[config.mk]
export PLATFORM = sky130hd
export DESIGN_NAME = seg7_scanner
export DESIGN_NICKNAME = d
export VERILOG_FILES = /design/src/rtl/seg7_pkg.sv /design/src/rtl/hex_to_seg7.sv /design/src/rtl/seg7_scanner.sv
export SDC_FILE = /design/constraint.sdc
export NUM_CORES = 1
export LEC_CHECK = 0
export BUFFER_PORTS_ARGS = -buffer_cell sky130_fd_sc_hd__buf_4
export CAP_MARGIN = 20
export CORE_MARGIN = 2
export CORE_UTILIZATION = 51
export DETAILED_ROUTE_END_ITERATION = 12
export PLACE_DENSITY = 0.76
export SLEW_MARGIN = 30
export SYNTH_ARGS = -nofsm -noshare
export SYNTH_HDL_FRONTEND = slang
export SYNTH_SLANG_ARGS = --single-unit
[constraint.sdc]
create_clock -name i_clk -period 3.6 [get_ports i_clk]
set_clock_uncertainty 0.15 [all_clocks]
set_input_delay 0.54 -clock i_clk [delete_from_list [all_inputs] [get_ports i_clk]]
set_output_delay 0.54 -clock i_clk [all_outputs]
set_load 0.005 [all_outputs]
[src/rtl/seg7_pkg.sv]
// Purpose: shared constants and types for the seven-segment display blocks.
// Latency: n/a (declarations only).
// Backpressure: n/a.
package seg7_pkg;

    // All cathodes off (segments are active-low).
    localparam logic [6:0] SEG_OFF = 7'h7F;

    // Active-low {g,f,e,d,c,b,a} patterns, entry k is the glyph for hex digit k.
    localparam logic [15:0][6:0] SEG_TABLE = {
        7'h0E,  // F
        7'h06,  // E
        7'h21,  // d
        7'h46,  // C
        7'h03,  // b
        7'h08,  // A
        7'h10,  // 9
        7'h00,  // 8
        7'h78,  // 7
        7'h02,  // 6
        7'h12,  // 5
        7'h19,  // 4
        7'h30,  // 3
        7'h24,  // 2
        7'h79,  // 1
        7'h40   // 0
    };

    typedef enum logic {
        BLANK = 1'b0,
        DRIVE = 1'b1
    } scan_state_t;

endpackage

[src/rtl/hex_to_seg7.sv]
// Purpose: 4-bit hex digit to active-low seven-segment pattern.
// Latency: combinational, zero cycles.
// Backpressure: none.
module hex_to_seg7
    import seg7_pkg::*;
(
    input  logic [3:0] hex,
    output logic [6:0] seg
);

    assign seg = SEG_TABLE[hex];

endmodule

[src/rtl/seg7_scanner.sv]
// Purpose: time-multiplex N hex digits onto one active-low segment bus, stepping on refresh-clock rises.
// Latency: digit switch 3 i_clk edges after i_scanclk rises, then BLANK_CYCLES of all-anodes-off.
// Backpressure: none; free-running display, outputs hold on the current digit if the refresh clock stops.
module seg7_scanner
    import seg7_pkg::*;
#(
    parameter int N_DIGITS     = 4,
    parameter int BLANK_CYCLES = 16
) (
    input  logic                  i_clk,
    input  logic                  i_rst_n,
    input  logic                  i_scanclk,
    input  logic [4*N_DIGITS-1:0] i_value,
    input  logic [N_DIGITS-1:0]   i_dp,
    input  logic                  i_blank_lz,
    output logic [N_DIGITS-1:0]   o_an,
    output logic [6:0]            o_seg,
    output logic                  o_dp
);

    localparam int IDX_W = $clog2(N_DIGITS);
    // Counter only has to reach BLANK_CYCLES-1.
    localparam int CNT_W = (BLANK_CYCLES > 2) ? $clog2(BLANK_CYCLES) : 1;
    localparam logic [IDX_W-1:0] IDX_LAST = IDX_W'(N_DIGITS - 1);
    localparam logic [CNT_W-1:0] CNT_LAST = CNT_W'((BLANK_CYCLES > 0) ? BLANK_CYCLES - 1 : 0);

    logic                  scan_sync1;
    logic                  scan_sync2;
    logic                  scan_edge_q;
    logic                  tick;

    logic [IDX_W-1:0]      idx;
    logic [IDX_W-1:0]      idx_nxt;
    logic [4*N_DIGITS-1:0] snap_value;
    logic [4*N_DIGITS-1:0] snap_value_nxt;
    logic [N_DIGITS-1:0]   snap_dp;
    logic [N_DIGITS-1:0]   snap_dp_nxt;
    logic                  snap_blank_lz;
    logic                  snap_blank_lz_nxt;

    scan_state_t           state;
    logic [CNT_W-1:0]      blank_cnt;
    // Stays low after reset so the blank interval does not run out until a tick arrives.
    logic                  scan_started;

    logic [3:0]            digit_nxt;
    logic [4*N_DIGITS-1:0] upper_nxt;
    logic                  suppress_nxt;
    logic [6:0]            dec_seg;
    logic [N_DIGITS-1:0]   drive_an;
    logic [6:0]            drive_seg;
    logic                  drive_dp;

    // Two-flop synchroniser plus edge register for the asynchronous refresh clock.
    always_ff @(posedge i_clk or negedge i_rst_n) begin
        if (!i_rst_n) begin
            scan_sync1  <= 1'b0;
            scan_sync2  <= 1'b0;
            scan_edge_q <= 1'b0;
        end else begin
            scan_sync1  <= i_scanclk;
            scan_sync2  <= scan_sync1;
            scan_edge_q <= scan_sync2;
        end
    end

    assign tick = scan_sync2 & ~scan_edge_q;

    // Next digit index, and a fresh snapshot only when the index wraps to digit 0.
    always_comb begin
        idx_nxt           = idx;
        snap_value_nxt    = snap_value;
        snap_dp_nxt       = snap_dp;
        snap_blank_lz_nxt = snap_blank_lz;
        if (tick) begin
            if (idx == IDX_LAST) begin
                idx_nxt           = '0;
                snap_value_nxt    = i_value;
                snap_dp_nxt       = i_dp;
                snap_blank_lz_nxt = i_blank_lz;
            end else begin
                idx_nxt = idx + IDX_W'(1);
            end
        end
    end

    // Index and frame snapshot registers.
    always_ff @(posedge i_clk or negedge i_rst_n) begin
        if (!i_rst_n) begin
            idx           <= '0;
            snap_value    <= '0;
            snap_dp       <= '0;
            snap_blank_lz <= 1'b0;
        end else begin
            idx           <= idx_nxt;
            snap_value    <= snap_value_nxt;
            snap_dp       <= snap_dp_nxt;
            snap_blank_lz <= snap_blank_lz_nxt;
        end
    end

    // Drive values come from the post-update index/snapshot so a zero-length blank shows the new digit at once.
    assign digit_nxt    = snap_value_nxt[{idx_nxt, 2'b00} +: 4];
    assign upper_nxt    = snap_value_nxt >> {idx_nxt, 2'b00};
    assign suppress_nxt = snap_blank_lz_nxt && (idx_nxt != '0) && (upper_nxt == '0);

    hex_to_seg7 u_hex_to_seg7 (
        .hex (digit_nxt),
        .seg (dec_seg)
    );

    assign drive_seg = suppress_nxt ? SEG_OFF : dec_seg;
    assign drive_an  = ~(N_DIGITS'(1) << idx_nxt);
    assign drive_dp  = ~snap_dp_nxt[idx_nxt];

    // Blank/drive sequencer with registered pin outputs; a tick always restarts the blank interval.
    always_ff @(posedge i_clk or negedge i_rst_n) begin
        if (!i_rst_n) begin
            state        <= BLANK;
            blank_cnt    <= '0;
            scan_started <= 1'b0;
            o_an         <= '1;
            o_seg        <= SEG_OFF;
            o_dp         <= 1'b1;
        end else if (tick) begin
            scan_started <= 1'b1;
            blank_cnt    <= '0;
            if (BLANK_CYCLES == 0) begin
                state <= DRIVE;
                o_an  <= drive_an;
                o_seg <= drive_seg;
                o_dp  <= drive_dp;
            end else begin
                state <= BLANK;
                o_an  <= '1;
                o_seg <= SEG_OFF;
                o_dp  <= 1'b1;
            end
        end else if (state == BLANK && scan_started) begin
            if (blank_cnt == CNT_LAST) begin
                state <= DRIVE;
                o_an  <= drive_an;
                o_seg <= drive_seg;
                o_dp  <= drive_dp;
            end else begin
                blank_cnt <= blank_cnt + CNT_W'(1);
            end
        end
    end

endmodule
==> results by group <==
Placed design
  • Post-DP HPWL: 3430 um
  • Placed Cells: 297
  • PortBufs: 35
  • Routability cong.: 0.859
  • Dpl cell area: 2700 um2

Power
  • Combinational Power Share: 49.1%
  • Sequential share of power: 33.1%
  • Part of the power in the clock network: 17.8%
  • Net Sw Power: 833 uW
  • Sw Share: 37.0%
  • PD cells: 786 nW/um2
  • Static leakage: 1.27 nW
  • Worst VDD drop: 372 uV
  • Final Power: 2.25 mW
  • Int Pwr: 1.42 mW

Timing
  • Worst-margin pin slew: 0.667 ns
  • Final setup vio count: 0
  • Period minus WS final: 3.44 ns
  • Max Slew Vio Count: 0
  • Final Hold Viols: 0
  • Period Utilization, post-route: 95.5%
  • Achievable Freq: 291 MHz
  • Max-Slew Margin vs Limit: 55.4%
  • Final TNS setup: 0 ns

Worst setup path
  • Crit-path max cell delay: 0.39 ns
  • Critical path depth: 13
  • Data arrival, critical path: 3.51 ns
  • WP data required: 3.67 ns
  • CP Capture Type: register
  • Crit-path cells: buf_4 -> ha_1 -> nand3b_1 -> buf_12 -> mux2_2 -> mux2_2 -> mux2_2 -> inv_1 -> ha_2 -> nand3_1 -> o311ai_4 -> a31oi_1 -> a21oi_1
  • Worst path slowest cell: dfrtp_1
  • Crit path buffers/inverters: 3
  • Worst r2r dst: o_seg[6]
  • Family with the most delay on the worst path: multiplexers
  • Worst r2r src: idx[0]
  • R2R depth: 13
  • WS Path Type: register to register
  • Crit path launch: idx[0]
  • Crit start category: register
  • Worst-path fanout max: 13
  • Reg2reg setup slack: 0.16 ns
  • Most used cell, CP: mux2_2
  • End point of the critical path: o_seg[6]

Cells and area
  • Final Instance Count excl. Fillers: 309
  • Final #Nets: 288
  • Final Cell Area: 2870 um2
  • Fill count: 361
  • Register Area: 1120 um2
  • Most frequent cells in the layout: buf_4, dfrtp_1, mux2_2
  • Most common cell after layout, fill and taps aside: buf_4
  • Share of cells above drive strength 1: 41.6%
  • Area of the multi-input gates: 1140 um2
  • N_diodes: 0
  • Area grow syn2layout: 23.1%

Outcome
  • Status: finished, final reports clean

GRT
  • Vias in the first global route: 1616
  • Initial antenna violation count: 0
  • Total track usage: 19.7%
  • Largest net degree at the start of global routing: 45
  • Gr ovfl total: 0
  • First-pass GRT wire length: 7650 um

Yosys
  • Sequential area share after synthesis: 47.9%
  • FF+latch count, synth: 44
  • Mean Syn Cell Area: 11.2 um2
  • Ranking of synthesized cells by area: dfrtp_1, dfstp_2, mux2_2
  • Synth warn: 0
  • Fraction of registers with async set/reset: 100%
  • Post-Syn Area: 2330 um2
  • Post-synth EDFFs: 0
  • Post-Synthesis Cells: 208
  • Share of the synthesized area in the top cell type: 34.4%
  • Area leader, netlist: dfrtp_1
  • Synthesized net count: 240
  • Cell variety after synth: 49
  • Prevailing post-synth register cell: dfrtp_1

Drt
  • Number of remaining DRC errors: 0
  • DRT iter0 DRCs: 102
  • Drt total wl: 4660 um
  • DR WL/cell: 15.1 um
  • Routed Antenna Nets: 0
  • Pre-antenna DRT Iters: 4
  • Vias per cell: 5.57
  • Via count: 1720

Die
  • Die Height: 71.6 um
  • Die W: 71.6 um
  • # rows: 24
  • Die area: 5120 um2
  • I/O pin total: 36
  • Core Area: 4380 um2
  • Initial Util: 53.1%

Clock network
  • Number of buffers created by CTS: 5
  • Clk Latency, worst-skew pair: 0.30 ns
  • CTS Buffer Depth: 2
  • Clock Pin Slew Worst Setup and Hold Paths: 0.08 ns
  • Clk root buf: clkbuf_8
  • TritonCTS clock tree: done
  • H-tree depth: 2
  • Clk sink count: 44

Worst hold path
  • Hold WC Path Type: input pin to asynchronous set/reset pin

Run
  • Max-Cap Viols: 0
## synth_stat cells (2+ instances only)
library cell	instances
nor2b_1	3
or3_1	2
ha_1	8
nor2_1	17
a31oi_1	2
clkbuf_1	3
mux2i_1	7
a21oi_1	7
nand3_1	6
nor3_1	2
nand2b_1	3
buf_4	2
mux2_2	27
a211oi_1	2
nand3b_1	2
inv_1	8
nand2_1	13
o21ai_0	10
nor4_1	4
o211ai_1	2
o22a_1	4
buf_2	2
dfstp_2	12
and2_1	2
xor2_1	2
o21a_1	2
dfrtp_1	32
## area by class of cell
type / instances / area share [%]
Clock inverter: 1 / 1.05
Inverter: 8 / 1.05
Multi-Input combinational cell: 147 / 39.8
Timing Repair Buffer: 50 / 13.5
Sequential cell: 44 / 39.0
Tap cell: 52 / 2.27
Clock buffer: 7 / 3.36
## state kept, by name, summed over array words and instances, names as in the netlist
name and cells:
scan_sync2 1, snap_value 16, o_an 4, snap_blank_lz 1, state 1, snap_dp 4, idx 2, scan_started 1
scan_edge_q 1, blank_cnt 4, o_dp 1, o_seg 7, scan_sync1 1
## through the flow
stage               hold slack (ns)  util (%)  setup slack, ns
global route                  0.115      65.4          -0.0108
detailed placement            0.185      61.5           0.0681
floorplan                    0.0944         -            0.248
finish                       0.0734      65.4            0.162
global placement              0.183      61.5            0.207
CTS                          0.0842      64.4           0.0330
## cells by family after synthesis
logic type | Yosys count | synth area share, %
AND/OR/NAND/NOR | 61 | 13.5
flip-flops | 44 | 47.9
AO/OA/AOI/OAI | 40 | 12.5
multiplexers | 35 | 17.0
buffers and inverters | 17 | 3.65
adder cells (fa/ha/maj) | 8 | 4.30
XOR/XNOR | 3 | 1.13
## routing by layer
metal / vias up / GRT usage [%] / share of wire, %
met5: - / 0 / 0
met2: 45 / 31.5 / 48
met1: 826 / 26.6 / 46
met3: 6 / 3.38 / 4.4
li1: 843 / - / -
met4: 0 / 8.60 / 1.8
## timing repair
| action | 4_1_cts | 5_1_grt |
|---|---|---|
| buffers inserted | 0 | 4 |
| resized for setup | 0 | 3 |
| hold buffers | 0 | 0 |
| endpoints found under the setup margin | 0 | 7 |
## power groups by stage
| stage | clock network (mW) | registers [mW] | logic [mW] |
|---|---|---|---|
| 4_1_cts | 0.414 | 0.745 | 1.08 |
| 3_5_place_dp | 0 | 0.753 | 1.07 |
| 2_1_floorplan | 0 | 0.735 | 0.826 |
| 5_1_grt | 0.434 | 0.765 | 1.22 |
| 3_3_place_gp | 0 | 0.745 | 1.05 |
| 6_report | 0.402 | 0.745 | 1.11 |
## how the worst min path moves through the flow
stage          slack (ns)  startpoint  depth (start not counted)       endpoint
2_1_floorplan        0.09     i_rst_n                          0   blank_cnt[0]
3_3_place_gp         0.18  scan_sync1                          0     scan_sync2
3_5_place_dp         0.18  scan_sync1                          0     scan_sync2
4_1_cts              0.08     i_rst_n                          1  snap_value[9]
5_1_grt              0.12     i_rst_n                          1  snap_value[8]
6_report             0.07     i_rst_n                          1     snap_dp[0]
(Power assumes the default switching activity.)
